**src/rtl/pulse_gen_pkg.sv**
```systemverilog
// Shared constants and helpers for the multi-channel edge-to-pulse generator.
// Edge mode encodings match the per-channel EDGE_MODE field layout.
package pulse_gen_pkg;

  localparam logic [1:0] EDGE_OFF  = 2'b00;
  localparam logic [1:0] EDGE_RISE = 2'b01;
  localparam logic [1:0] EDGE_FALL = 2'b10;
  localparam logic [1:0] EDGE_BOTH = 2'b11;

  // Width of a down-counter that must hold the value pulse_w.
  function automatic int cnt_width(input int pulse_w);
    return (pulse_w < 1) ? 1 : $clog2(pulse_w + 1);
  endfunction

endpackage

```
**src/rtl/pulse_gen_ch.sv**
```systemverilog
// One channel: optional synchroniser, edge detect, pulse stretcher; PULSE_SIG rises SYNC_STAGES+1 edges after sampling.
// Optional saturating edge counter when PULSE_GEN_EDGE_COUNT_EN is defined.
module pulse_gen_ch
  import pulse_gen_pkg::*;
#(
  parameter int SYNC_STAGES = 2,
  parameter int PULSE_W     = 1
`ifdef PULSE_GEN_EDGE_COUNT_EN
  ,
  parameter int CNT_W       = 8
`endif
) (
  input  logic             CLK,
  input  logic             RST,
  input  logic             lvl,
  input  logic [1:0]       mode,
`ifdef PULSE_GEN_EDGE_COUNT_EN
  input  logic             cnt_clr,
  output logic [CNT_W-1:0] edge_cnt,
`endif
  output logic             pulse
);

  localparam int CW = cnt_width(PULSE_W);

  logic          sync;
  logic          prev;
  logic          hit;
  logic          rise_en;
  logic          fall_en;
  logic [CW-1:0] cnt;

  generate
    if (SYNC_STAGES == 0) begin : g_no_sync
      assign sync = lvl;
    end else begin : g_sync
      logic [SYNC_STAGES-1:0] sff;
      always_ff @(posedge CLK or negedge RST) begin
        if (!RST) begin
          sff <= '0;
        end else begin
          sff <= (sff << 1) | SYNC_STAGES'(lvl);
        end
      end
      assign sync = sff[SYNC_STAGES-1];
    end
  endgenerate

  assign rise_en = (mode == EDGE_RISE) || (mode == EDGE_BOTH);
  assign fall_en = (mode == EDGE_FALL) || (mode == EDGE_BOTH);
  assign hit     = (mode != EDGE_OFF) &&
                   ((rise_en && sync && !prev) || (fall_en && !sync && prev));

  // PREV tracks even in mode off, so re-enabling never fires on a stale edge.
  always_ff @(posedge CLK or negedge RST) begin
    if (!RST) begin
      prev  <= 1'b0;
      cnt   <= '0;
      pulse <= 1'b0;
    end else begin
      prev <= sync;
      if (hit) begin
        cnt <= CW'(PULSE_W);
      end else if (cnt != '0) begin
        cnt <= cnt - CW'(1);
      end
      pulse <= (cnt != '0);
    end
  end

`ifdef PULSE_GEN_EDGE_COUNT_EN
  always_ff @(posedge CLK or negedge RST) begin
    if (!RST) begin
      edge_cnt <= '0;
    end else if (cnt_clr) begin
      edge_cnt <= '0;
    end else if (hit && (edge_cnt != '1)) begin
      edge_cnt <= edge_cnt + CNT_W'(1);
    end
  end
`endif

endmodule

```
**src/rtl/multi_edge_pulse_gen.sv**
```systemverilog
// NUM_CH independent edge-to-pulse channels; BUSY mirrors PULSE_SIG for status registers.
// Define PULSE_GEN_EDGE_COUNT_EN to add per-channel saturating edge counters with CNT_CLR/EDGE_CNT.
module multi_edge_pulse_gen
  import pulse_gen_pkg::*;
#(
  parameter int NUM_CH      = 4,
  parameter int SYNC_STAGES = 2,
  parameter int PULSE_W     = 1,
  parameter int CNT_W       = 8
) (
  input  logic                    CLK,
  input  logic                    RST,
  input  logic [NUM_CH-1:0]       LVL_SIG,
  input  logic [2*NUM_CH-1:0]     EDGE_MODE,
`ifdef PULSE_GEN_EDGE_COUNT_EN
  input  logic                    CNT_CLR,
  output logic [CNT_W*NUM_CH-1:0] EDGE_CNT,
`endif
  output logic [NUM_CH-1:0]       PULSE_SIG,
  output logic [NUM_CH-1:0]       BUSY
);

  generate
    if (NUM_CH < 1 || PULSE_W < 1 || SYNC_STAGES < 0 || SYNC_STAGES == 1 || CNT_W < 1)
    begin : g_bad_cfg
      $error("multi_edge_pulse_gen: unsupported parameter combination");
    end
  endgenerate

  genvar i;
  generate
    for (i = 0; i < NUM_CH; i++) begin : g_ch
      pulse_gen_ch #(
        .SYNC_STAGES (SYNC_STAGES),
        .PULSE_W     (PULSE_W)
`ifdef PULSE_GEN_EDGE_COUNT_EN
        ,
        .CNT_W       (CNT_W)
`endif
      ) u_ch (
        .CLK      (CLK),
        .RST      (RST),
        .lvl      (LVL_SIG[i]),
        .mode     (EDGE_MODE[2*i +: 2]),
`ifdef PULSE_GEN_EDGE_COUNT_EN
        .cnt_clr  (CNT_CLR),
        .edge_cnt (EDGE_CNT[CNT_W*i +: CNT_W]),
`endif
        .pulse    (PULSE_SIG[i])
      );
    end
  endgenerate

  assign BUSY = PULSE_SIG;

endmodule

```
**config.mk**
```make
export PLATFORM = sky130hd
export DESIGN_NAME = multi_edge_pulse_gen
export DESIGN_NICKNAME = d
export VERILOG_FILES = /design/src/rtl/pulse_gen_pkg.sv /design/src/rtl/pulse_gen_ch.sv /design/src/rtl/multi_edge_pulse_gen.sv
export SDC_FILE = /design/constraint.sdc
export NUM_CORES = 1
export LEC_CHECK = 0
export ABC_AREA = 1
export ABC_CLOCK_PERIOD_IN_PS = 800
export BUFFER_PORTS_ARGS = -buffer_cell sky130_fd_sc_hd__buf_2
export CAP_MARGIN = 10
export CORE_MARGIN = 2
export CORE_UTILIZATION = 45
export CTS_CLUSTER_DIAMETER = 120
export DETAILED_ROUTE_END_ITERATION = 10
export GPL_TIMING_DRIVEN = 0
export PLACE_DENSITY_LB_ADDON = 0.25
export SETUP_SLACK_MARGIN = 0.4
export SYNTH_ARGS = -nofsm -noshare
export SYNTH_HDL_FRONTEND = slang
export SYNTH_SLANG_ARGS = --single-unit
```
**constraint.sdc**
```tcl
create_clock -name CLK -period 0.8 [get_ports CLK]
set_input_delay 0.12 -clock CLK [delete_from_list [all_inputs] [get_ports CLK]]
set_output_delay 0.12 -clock CLK [all_outputs]
set_load 0.01 [all_outputs]
```
=== Word-level counts from Yosys, hierarchy flattened ===
Cells that the tools add are included.

* $add $sub $neg: 4
* Multiply operators: 0
* Div/mod/pow operators: 0
* $lt $le $gt $ge: 0
* Eq/ne operators: 12
* Shifts and indexed selects: 0
* Muxes and demuxes: 8
* Bitwise logic cells: 4
* Reductions and logical operators: 44

{| class="wikitable"
|+ Operator list
! kind !! count
|-
| logical AND 1 bit || 20
|-
| equality test 2 bit, second input constant || 8
|-
| logical OR 1 bit || 12
|-
| equality test 2 x 1 -> 1 bit, second input constant || 4
|-
| logical NOT 1 bit || 8
|-
| two-way mux 1 bit || 8
|-
| OR 2 x 1 -> 2 bit || 4
|-
| nonzero test 2 bit || 4
|-
| subtractor 1 bit, second input constant || 4
|}

* Register bits after elaboration: 20
* Bits in latches: 0
* RAM bits: 0
* ROM bits: 0
* Input bits: 14
* Word-level logic and storage cells: 88
* Memories: 0

=== Depth between registers and ports, before layout ===
* Word-level depth: 7
* Depth in mapped cells: 3
* Mapped depth without buffers: 3

=== Hierarchy ===
Synthesis repeated with hierarchy kept, for this count alone.

* Cell total of the unflattened synthesis: 44
* Area total of the unflattened synthesis: 615.6 um^2

{| class="wikitable"
|+ Modules (own cells, without submodules)
! module !! instances !! cells an instance !! area an instance (um^2)
|-
| pulse_gen_ch || 4 || 10 || 146.4
|-
| multi_edge_pulse_gen || 1 || 4 || 30.0
|}

=== Least setup slack after synthesis ===
No wires, ideal clock.

* Path type: reg2out
* Start point: register g_ch[0].u_ch.pulse
* End point: output port BUSY[0]
* Arrival: 486 ps
* Data required time: 680 ps
* Setup slack: 194 ps
* Cell stages (with the launch flop): 2
* Buffers on the path: 1
* Cells stage by stage: dfrtp_1 -> buf_4

{| class="wikitable"
|+ RTL lines
! element !! RTL line !! RTL
|-
| start, declared || pulse_gen_ch.sv:21 || <nowiki>output logic pulse</nowiki>
|-
| start signal, assigned || pulse_gen_ch.sv:67 || <nowiki>pulse <= (cnt != '0);</nowiki>
|-
| end, declared || multi_edge_pulse_gen.sv:20 || <nowiki>output logic [NUM_CH-1:0] BUSY</nowiki>
|}

No word-level cell between the ends.

=== Final worst setup path ===
* Start point: register g_ch[1].u_ch.pulse
* End point: output port BUSY[1]

{| class="wikitable"
|+ RTL lines
! element !! RTL line
|-
| start, declared || pulse_gen_ch.sv:21
|-
| start signal, assigned || pulse_gen_ch.sv:67
|}

No word-level cell between the ends.

==> reports/metrics.yaml <==
status:
  status: "complete, but fails checks"
  violations: "hold timing, setup timing"
cts:
  cts_tree: "yes"
  clk_path_buf_depth: 2
  path_clk_slew_ps: 100
  clkLatencyLatePin_ps: 280
  htreeDepth: 1
  cts_made_buffers: 3
  cts_sinks: 20
  ctsRootBufferMaster: "clkbuf_4"
route:
  drt-total-wl_microns: 903
  route.detailed.drc: 0
  drt_iter0_markers: 8
  firstDrtPassIters: 4
  route.vias.total: 377
  wl_per_cell_microns: 10.3
  viasPerCell: 4.28
  antenna_left: 0
layout:
  drive_above_1_share: 0.479
  finish.instance_area_sq_um: 863
  insertedDiodeCount: 0
  area_growth_pct: 33.7
  fin_nets: 89
yosys:
  synth_compound_area_frac: 0
  synth_warnings: 0
  synthArstFlopShare: 1.00
  seq_area_frac_synth: 0.775
  synthMuxAreaShare: 0
  synthAdderAreaFrac: 0
  synth_xor_area_frac: 0
  synth.top_cell.area_share: 0.775
  avgSynthCellArea_sq_um: 13.5
  syn-num-nets: 62
  synth_edf_count: 0
  synth_top_cells_by_count: "dfrtp_1 (20), buf_4 (8), inv_1 (8), nand3_1 (8), nand2_1 (4)"
  ys.flop_type: "dfrtp_1"
  yosysTopAreaCell: "dfrtp_1"
  synth_cells: 48
  synth-seq-cells: 20
  synth_area_leaders: "dfrtp_1 (78%), buf_4 (9.3%), nand3_1 (6.2%)"
  netlist_area_sq_um: 646
  synth_top_family_by_area: "buffers and inverters"
  yosysMostFrequentCell: "dfrtp_1"
  yosys.area_share.simple: 0.0853
  ys_types: 5
setup_path:
  path_delay_family: "flip-flops"
  startpoint_type: "flop"
  max_stage_delay_ps: 390
  worstSetupPathType: "flop to output pin"
  end_kind: "output pin"
  critPathSlowestCell: "dfrtp_1"
  worst-path-buf-inv: 2
  critPathMaxFanout: 2
  cp_data_arrival_time_ps: 910
  cp_cell_sequence: "buf_4, buf_6"
  critical_path_required_ps: 680
power_and_ir_drop:
  power_mw: 1.72
  peakVddDrop_mv: 1.00
  p_per_area_nw_per_um2: 1990
  p_leak_nw: 0.482
placement:
  preCtsSetupSlack_ps: 72.5
  port_buffers: 21
  dpl_cell_area_sq_um: 769
  gp_congestion: 0.726
  dp_hpwl_microns: 572
global_routing:
  groute.usage.overall: 0.108
  grt-ovfl-total: 0
  antenna_found_initial: 0
  grt_first_pass_wirelength_mm: 1.37
  grt_pass1_vias: 354
  grt_max_degree: 21
die:
  start_util: 0.490
  core_sq_um: 1320
  rows: 13
  die_area_sq_um: 1750
  die_w_microns: 41.9
  io_pins: 22
  die_y_microns: 41.9
flow_run:
  cap_violations: 0
sta:
  setup_tns_ps: -1810
  fmax_mhz: 973
  relSlewSlack: 0.716
  period_minus_slack_ps: 1030
  holdWs_ps: -241
  slew_violations: 0
  rsz0062_at_grt: "yes"
  hold_viol: 24
  period_share: 1.28
  skew_ps: 1.03
  worstMarginPinSlew_ps: 426
  finalWorstSetupSlack_ps: -227
  setup_viol: 8
hold_path:
  hp-class: "primary input to async pin"
## layout by cell type (no fill, tap or decap)
cell type and instances:
dfrtp_1 20, buf_6 9, nand2_1 4, inv_1 8, buf_2 13, nand3_1 6
buf_4 8, nand3_2 2, clkbuf_4 3
## sequential cells by signal (all words and copies together), names as in the netlist
name / flops
g_ch.u_ch.g_sync.sff: 8
g_ch.u_ch.cnt: 4
g_ch.u_ch.pulse: 4
g_ch.u_ch.prev: 4
## cells by family (layout without fill, tap and decap cells)
kind of cell  count (synthesis)  count (layout)
simple gates                 12              12
flops                        20              20
buf+inv                      16              41
## report_power, final
group          switching [mW]  total (mW)  internal, mW
Clock                   0.258       0.433         0.175
Sequential             0.0267        1.09          1.07
Combinational          0.0762       0.194         0.118
Total                   0.361        1.72          1.36
## metal layers
metal / vias to the layer above / wire (microns) / share of wire / GRT usage
met5: - / 0 / 0 / 0
met1: 174 / 355 / 0.39 / 0.131
met4: 0 / 0 / 0 / 0.0581
met3: 0 / 44 / 0.049 / 0.0391
met2: 13 / 503 / 0.56 / 0.166
li1: 190 / - / - / -
## stage by stage
stage               cells  hold slack (ps)  utilization
CTS                    87             -245        0.639
floorplan              48             -176            -
global placement       84             76.3        0.584
finish                 88             -241        0.655
detailed placement     84             79.4        0.584
global route           88             -222        0.655
## repair_timing
item,CTS,global route
endpoints found under the hold margin,24,24
pin swaps,6,3
endpoints found under the setup margin,24,24
setup buffers,0,1
resized for setup,8,3
## area by class of cell
class	count	area, sq um
flip-flops and latches	20	500
repair buffers	22	166
well taps	15	18.8
inverters	8	30.0
plain buffers	8	60.1
clock buffers	3	22.5
fillers	107	454
multi-input cells	12	65.1
## path summary, 6_finish.rpt
check | startpoint | end | slack (ps) | cells after the start
min in group CLK | LVL_SIG[3] | g_ch[3].u_ch.g_sync.sff[0] | -70 | 1
hold / removal | RST | g_ch[3].u_ch.prev | -240 | 1
max in group asynchronous | RST | g_ch[2].u_ch.cnt | 750 | 1
setup / recovery | g_ch[1].u_ch.pulse | BUSY[1] | -230 | 2
setup reg to reg | g_ch[3].u_ch.g_sync.sff[1] | g_ch[3].u_ch.cnt | 120 | 3
hold reg to reg | g_ch[3].u_ch.cnt | g_ch[3].u_ch.pulse | 360 | 0
No activity file was read; power rests on OpenSTA's default activity.
